`src/rtl/calendar_seq.sv`:
```
// Calendar sequencer: turns the midnight tick and user set-mode buttons into ordered,
// single-cycle advance/clear/load pulses for the day, month and year counters.
module calendar_seq #(
    parameter int SETTLE_CYCLES = 2,
    parameter int GAP_CYCLES    = 1
) (
    input  logic       clk,
    input  logic       reset,
    input  logic       day_tick,
    input  logic       set_en,
    input  logic       sel_btn,
    input  logic       inc_btn,
    input  logic [4:0] day,
    input  logic [3:0] month,
    input  logic       leap_year,
    output logic       day_inc,
    output logic       day_clr,
    output logic       day_load,
    output logic [4:0] day_load_val,
    output logic       month_inc,
    output logic       month_clr,
    output logic       end_of_year,
    output logic       year_offset,
    output logic [1:0] field,
    output logic       busy
);

    localparam int CNT_MAX = (SETTLE_CYCLES > GAP_CYCLES) ? SETTLE_CYCLES : GAP_CYCLES;
    localparam int CNT_W   = $clog2(CNT_MAX + 1);
    localparam logic [CNT_W-1:0] SETTLE_LAST = CNT_W'(SETTLE_CYCLES - 1);
    localparam logic [CNT_W-1:0] GAP_LAST    = CNT_W'(GAP_CYCLES);

    typedef enum logic [2:0] {
        IDLE,
        ROLL_MONTH,
        SETTLE,
        CLAMP,
        GAP
    } state_t;

    function automatic logic [4:0] days_in_month(input logic [3:0] m, input logic leap);
        logic [4:0] d;
        case (m)
            4'd4, 4'd6, 4'd9, 4'd11: d = 5'd30;
            4'd2:                    d = leap ? 5'd29 : 5'd28;
            default:                 d = 5'd31;
        endcase
        return d;
    endfunction

    function automatic logic [1:0] next_field(input logic [1:0] f);
        return (f >= 2'd2) ? 2'd0 : f + 2'd1;
    endfunction

    state_t           state, state_n;
    logic [CNT_W-1:0] cnt, cnt_n;
    logic             pending, pending_n;
    logic             sel_q, inc_q;
    logic             sel_rise, inc_rise;
    logic [4:0]       dim;

    logic             day_inc_n, day_clr_n, day_load_n;
    logic [4:0]       day_load_val_n;
    logic             month_inc_n, month_clr_n, end_of_year_n, year_offset_n;
    logic [1:0]       field_n;

    assign sel_rise = sel_btn & ~sel_q;
    assign inc_rise = inc_btn & ~inc_q;
    assign dim      = days_in_month(month, leap_year);

    always_comb begin
        state_n        = state;
        cnt_n          = cnt;
        pending_n      = pending;
        field_n        = field;
        day_inc_n      = 1'b0;
        day_clr_n      = 1'b0;
        day_load_n     = 1'b0;
        day_load_val_n = 5'd0;
        month_inc_n    = 1'b0;
        month_clr_n    = 1'b0;
        end_of_year_n  = 1'b0;
        year_offset_n  = 1'b0;

        case (state)
            IDLE: begin
                cnt_n = '0;
                if (!set_en) begin
                    if (day_tick || pending) begin
                        pending_n = 1'b0;
                        if (day < dim) begin
                            day_inc_n = 1'b1;
                            state_n   = GAP;
                        end else begin
                            day_clr_n = 1'b1;
                            state_n   = ROLL_MONTH;
                        end
                    end
                end else begin
                    // Ticks arriving during user edits are discarded, including a queued one.
                    pending_n = 1'b0;
                    if (sel_rise) begin
                        field_n = next_field(field);
                    end
                    if (inc_rise) begin
                        case (field)
                            2'd0: begin
                                if (day < dim) day_inc_n = 1'b1;
                                else           day_clr_n = 1'b1;
                                state_n = GAP;
                            end
                            2'd1: begin
                                if (month < 4'd12) month_inc_n = 1'b1;
                                else               month_clr_n = 1'b1;
                                state_n = SETTLE;
                            end
                            default: begin
                                year_offset_n = 1'b1;
                                state_n       = SETTLE;
                            end
                        endcase
                    end
                end
            end

            ROLL_MONTH: begin
                if (month < 4'd12) begin
                    month_inc_n = 1'b1;
                end else begin
                    month_clr_n   = 1'b1;
                    end_of_year_n = 1'b1;
                end
                cnt_n   = '0;
                state_n = GAP;
            end

            SETTLE: begin
                // Give the month/year counters and the leap flag time to reflect the edit.
                if (cnt == SETTLE_LAST) begin
                    cnt_n   = '0;
                    state_n = CLAMP;
                end else begin
                    cnt_n = cnt + CNT_W'(1);
                end
            end

            CLAMP: begin
                if (day > dim) begin
                    day_load_n     = 1'b1;
                    day_load_val_n = dim;
                end
                cnt_n   = '0;
                state_n = GAP;
            end

            GAP: begin
                // The entry cycle carries the last pulse; GAP_CYCLES quiet cycles follow it.
                if (cnt == GAP_LAST) begin
                    cnt_n   = '0;
                    state_n = IDLE;
                end else begin
                    cnt_n = cnt + CNT_W'(1);
                end
            end

            default: begin
                cnt_n   = '0;
                state_n = IDLE;
            end
        endcase

        if ((state != IDLE) && !set_en && day_tick) begin
            pending_n = 1'b1;
        end
    end

    always_ff @(posedge clk or posedge reset) begin
        if (reset) begin
            state        <= IDLE;
            cnt          <= '0;
            pending      <= 1'b0;
            sel_q        <= 1'b0;
            inc_q        <= 1'b0;
            field        <= 2'd0;
            busy         <= 1'b0;
            day_inc      <= 1'b0;
            day_clr      <= 1'b0;
            day_load     <= 1'b0;
            day_load_val <= 5'd0;
            month_inc    <= 1'b0;
            month_clr    <= 1'b0;
            end_of_year  <= 1'b0;
            year_offset  <= 1'b0;
        end else begin
            state        <= state_n;
            cnt          <= cnt_n;
            pending      <= pending_n;
            sel_q        <= sel_btn;
            inc_q        <= inc_btn;
            field        <= field_n;
            busy         <= (state_n != IDLE);
            day_inc      <= day_inc_n;
            day_clr      <= day_clr_n;
            day_load     <= day_load_n;
            day_load_val <= day_load_val_n;
            month_inc    <= month_inc_n;
            month_clr    <= month_clr_n;
            end_of_year  <= end_of_year_n;
            year_offset  <= year_offset_n;
        end
    end

endmodule

```
`config.mk`:
```
export PLATFORM = sky130hd
export DESIGN_NAME = calendar_seq
export DESIGN_NICKNAME = d
export VERILOG_FILES = /design/src/rtl/calendar_seq.sv
export SDC_FILE = /design/constraint.sdc
export NUM_CORES = 1
export LEC_CHECK = 0
export ABC_AREA = 1
export CAP_MARGIN = 25
export CORE_MARGIN = 1.5
export CORE_UTILIZATION = 49
export CTS_CLUSTER_SIZE = 10
export DETAILED_ROUTE_END_ITERATION = 10
export GPL_ROUTABILITY_DRIVEN = 0
export PLACE_DENSITY = 0.83
export SLEW_MARGIN = 15
export SYNTH_ARGS = -nofsm -noshare
export SYNTH_HDL_FRONTEND = slang
export SYNTH_SLANG_ARGS = --single-unit
```
`constraint.sdc`:
```
create_clock -name clk -period 2.4 [get_ports clk]
set_input_delay 0.6 -clock clk [delete_from_list [all_inputs] [get_ports clk]]
set_output_delay 0.6 -clock clk [all_outputs]
set_load 0.005 [all_outputs]
```
==> impl_metrics.toml <==
[outcome]
status = "finished, final reports clean"

[timing]
rsz0062_at_grt = "no"
skew_ns = 0.00136
setup_ws_ns = 0.228
finalHoldViolations = 0
timing.final.crit_share = 0.905
fin_hold_ws_ns = 0.466
slew_headroom = 0.800
period_minus_slack_ns = 2.17
tns_ns = 0
slew_violations = 0
setup_viol = 0
fmax_mhz = 460
worst_pin_slew_ns = 0.300

[power_and_ir_drop]
peakVddDrop_v = 0.000633
power_density_mw_per_mm2 = 817
power_mw = 1.14
leakage_nw = 0.740

[detailed_routing]
drt_pre_antenna_iters = 4
drt-total-wl_um = 2070
first_iter_violations = 23
ant_nets = 0
viasPerCell = 4.88
route.vias.total = 897
drc = 0
avgRoutedWirePerCell_um = 11.2

[worst_setup_path]
slowest_delay_ns = 0.49
crit_type = "input port to flop"
cp.required_ns = 2.61
path_max_fanout = 3
crit_chain = "clkdlybuf4s50_1, inv_1, nand4_1, inv_1, ha_1, inv_1, o21ai_0, nand2_1, nand2_1, nand3_2, nor2_1, nand2_1"
worst-path-buf-inv = 4
endpoint_kind = "flop"
cp-start-kind = "input port"
critPathSlowestCell = "clkdlybuf4s50_1"
cp.arrival_ns = 2.38
critical-path-top-delay-family = "buffers and inverters"

[synth]
synthAdderAreaFrac = 0.0246
synth_top_family_by_area = "simple AND/OR/NAND/NOR gates"
synth-simple-area-share = 0.300
synthesis.area_sq_mm = 0.00102
synth_mux_area_frac = 0
synth_seq_area_share = 0.491
ys_types = 24
synth_compound_area_frac = 0.0516
synth_seq_cells = 20
synth_cells = 125
avgSynthCellArea_sq_um = 8.15
synthXorXnorAreaFrac = 0
synth_warnings = 0
synth_nets = 143

[place]
post-place-ws_ns = -0.0469
place_hpwl_um = 1660
port_buffers = 30
dp.cells = 180
placed_area_sq_mm = 0.00134

[cells_and_area]
layout_common_cells = "clkdlybuf4s50_1 (30), inv_1 (26), nand2_1 (25)"
drive_above_1_share = 0.102
multiInputGateArea_sq_um = 383
final_common_cell = "clkdlybuf4s50_1"
diodes = 0
fin_cells = 184
num-nets-final = 176
fillers = 174
area_growth_pct = 36.5
fin_area_sq_mm = 0.00139
regArea_sq_um = 500
final_core_util = 0.709

[flow_run]
maxCapViolCount = 0

[clock_network]
numCtsBuffers = 3
ctsHoldBuffers = 0
cts.sinks = 20
cts_resized = 0
post-cts-setup-buffer-count = 0
clockBufferDepth = 2
cts_tree = "done"
h-tree-depth = 1
cts_root_buf = "clkbuf_4"
clock_latency_ns = 0.31
clkSlewWorstSetupHoldPaths_ns = 0.11

[global_routing]
grt_pass1_vias = 893
grt_antenna_before_repair = 0
grt_pass1_wl_um = 3930
grt_overflow_total = 0
grt_use_total = 0.207
grt_max_degree = 21

[floorplanning]
start_util = 0.519
fp.dieW_um = 48.6
die_area_sq_mm = 0.00236
io_pins = 31
rows = 16
core_area_sq_mm = 0.00196
die_y_um = 48.6

[min_path]
hp-class = "flop to flop"
-- layer usage --
layer / GRT usage / vias to the layer above / wire length [um]
met5: 0 / - / 0
met4: 0.0714 / 0 / 41
met3: 0.0370 / 5 / 115
met2: 0.340 / 32 / 1020
met1: 0.279 / 407 / 888
li1: - / 453 / -
-- state kept, by name, summed over array words and instances (netlist names) --
register,count
busy,1
month_inc,1
pending,1
inc_q,1
day_clr,1
month_clr,1
state,3
year_offset,1
sel_q,1
end_of_year,1
day_inc,1
day_load_val,3
cnt,2
field,2
-- path summary, 6_finish.rpt --
check                           cells past startpoint  slack, ns               to  startpoint
worst min register to register                      1       0.47           cnt[0]      cnt[0]
min in group asynchronous                           3       0.61  day_load_val[3]       reset
worst max register to register                      7       1.18             busy    state[2]
max in group asynchronous                           3       1.59      year_offset       reset
worst min-delay path                                1       0.47           cnt[0]      cnt[0]
worst max-delay path                               12       0.23             busy    month[3]
-- cell usage after synthesis, drive strengths merged --
| cell type | instances | area [sq um] |
|---|---|---|
| nand3 | 9 | 62.6 |
| buf | 4 | 30.0 |
| inv | 28 | 105 |
| nand3b | 1 | 11.3 |
| ha | 2 | 25.0 |
| a21oi | 2 | 10.0 |
| dfrtp | 20 | 500 |
| a31oi | 1 | 6.26 |
| o21ai | 4 | 20.0 |
| nand4 | 2 | 12.5 |
| nor3 | 5 | 35.0 |
| nor2 | 18 | 77.6 |
| nor4 | 1 | 6.26 |
| nand2 | 26 | 100 |
| a22oi | 1 | 7.51 |
| a2bb2oi | 1 | 8.76 |
-- area by class of cell --
type                    instances  area share
clock inverters                 1      0.0216
well taps                      27      0.0243
flip-flops and latches         20       0.360
clock buffers                   3      0.0162
repair buffers                 32       0.227
multi-input cells              73       0.275
inverters                      28      0.0756
-- worst reg2reg max path, delay by kind of cell, from the launching register on --
family	cells	cell delay, ns
buffers and inverters	2	0.17
DFF	1	0.53
and+or+nand+nor	5	0.42
-- power breakdown --
group | internal [mW] | total [mW] | switching (mW) | leakage, nW
registers | 0.403 | 0.472 | 0.0696 | 0.263
clock network | 0.169 | 0.276 | 0.107 | 0.0279
logic | 0.181 | 0.386 | 0.205 | 0.449
-- cell families (layout without fill, tap and decap cells) --
group,Yosys count,in the layout
AND/OR/NAND/NOR,62,62
flip-flops,20,20
buffers and inverters,32,64
adder cells (fa/ha/maj),2,2
AO/OA/AOI/OAI,9,9
(Power assumes the default switching activity.)
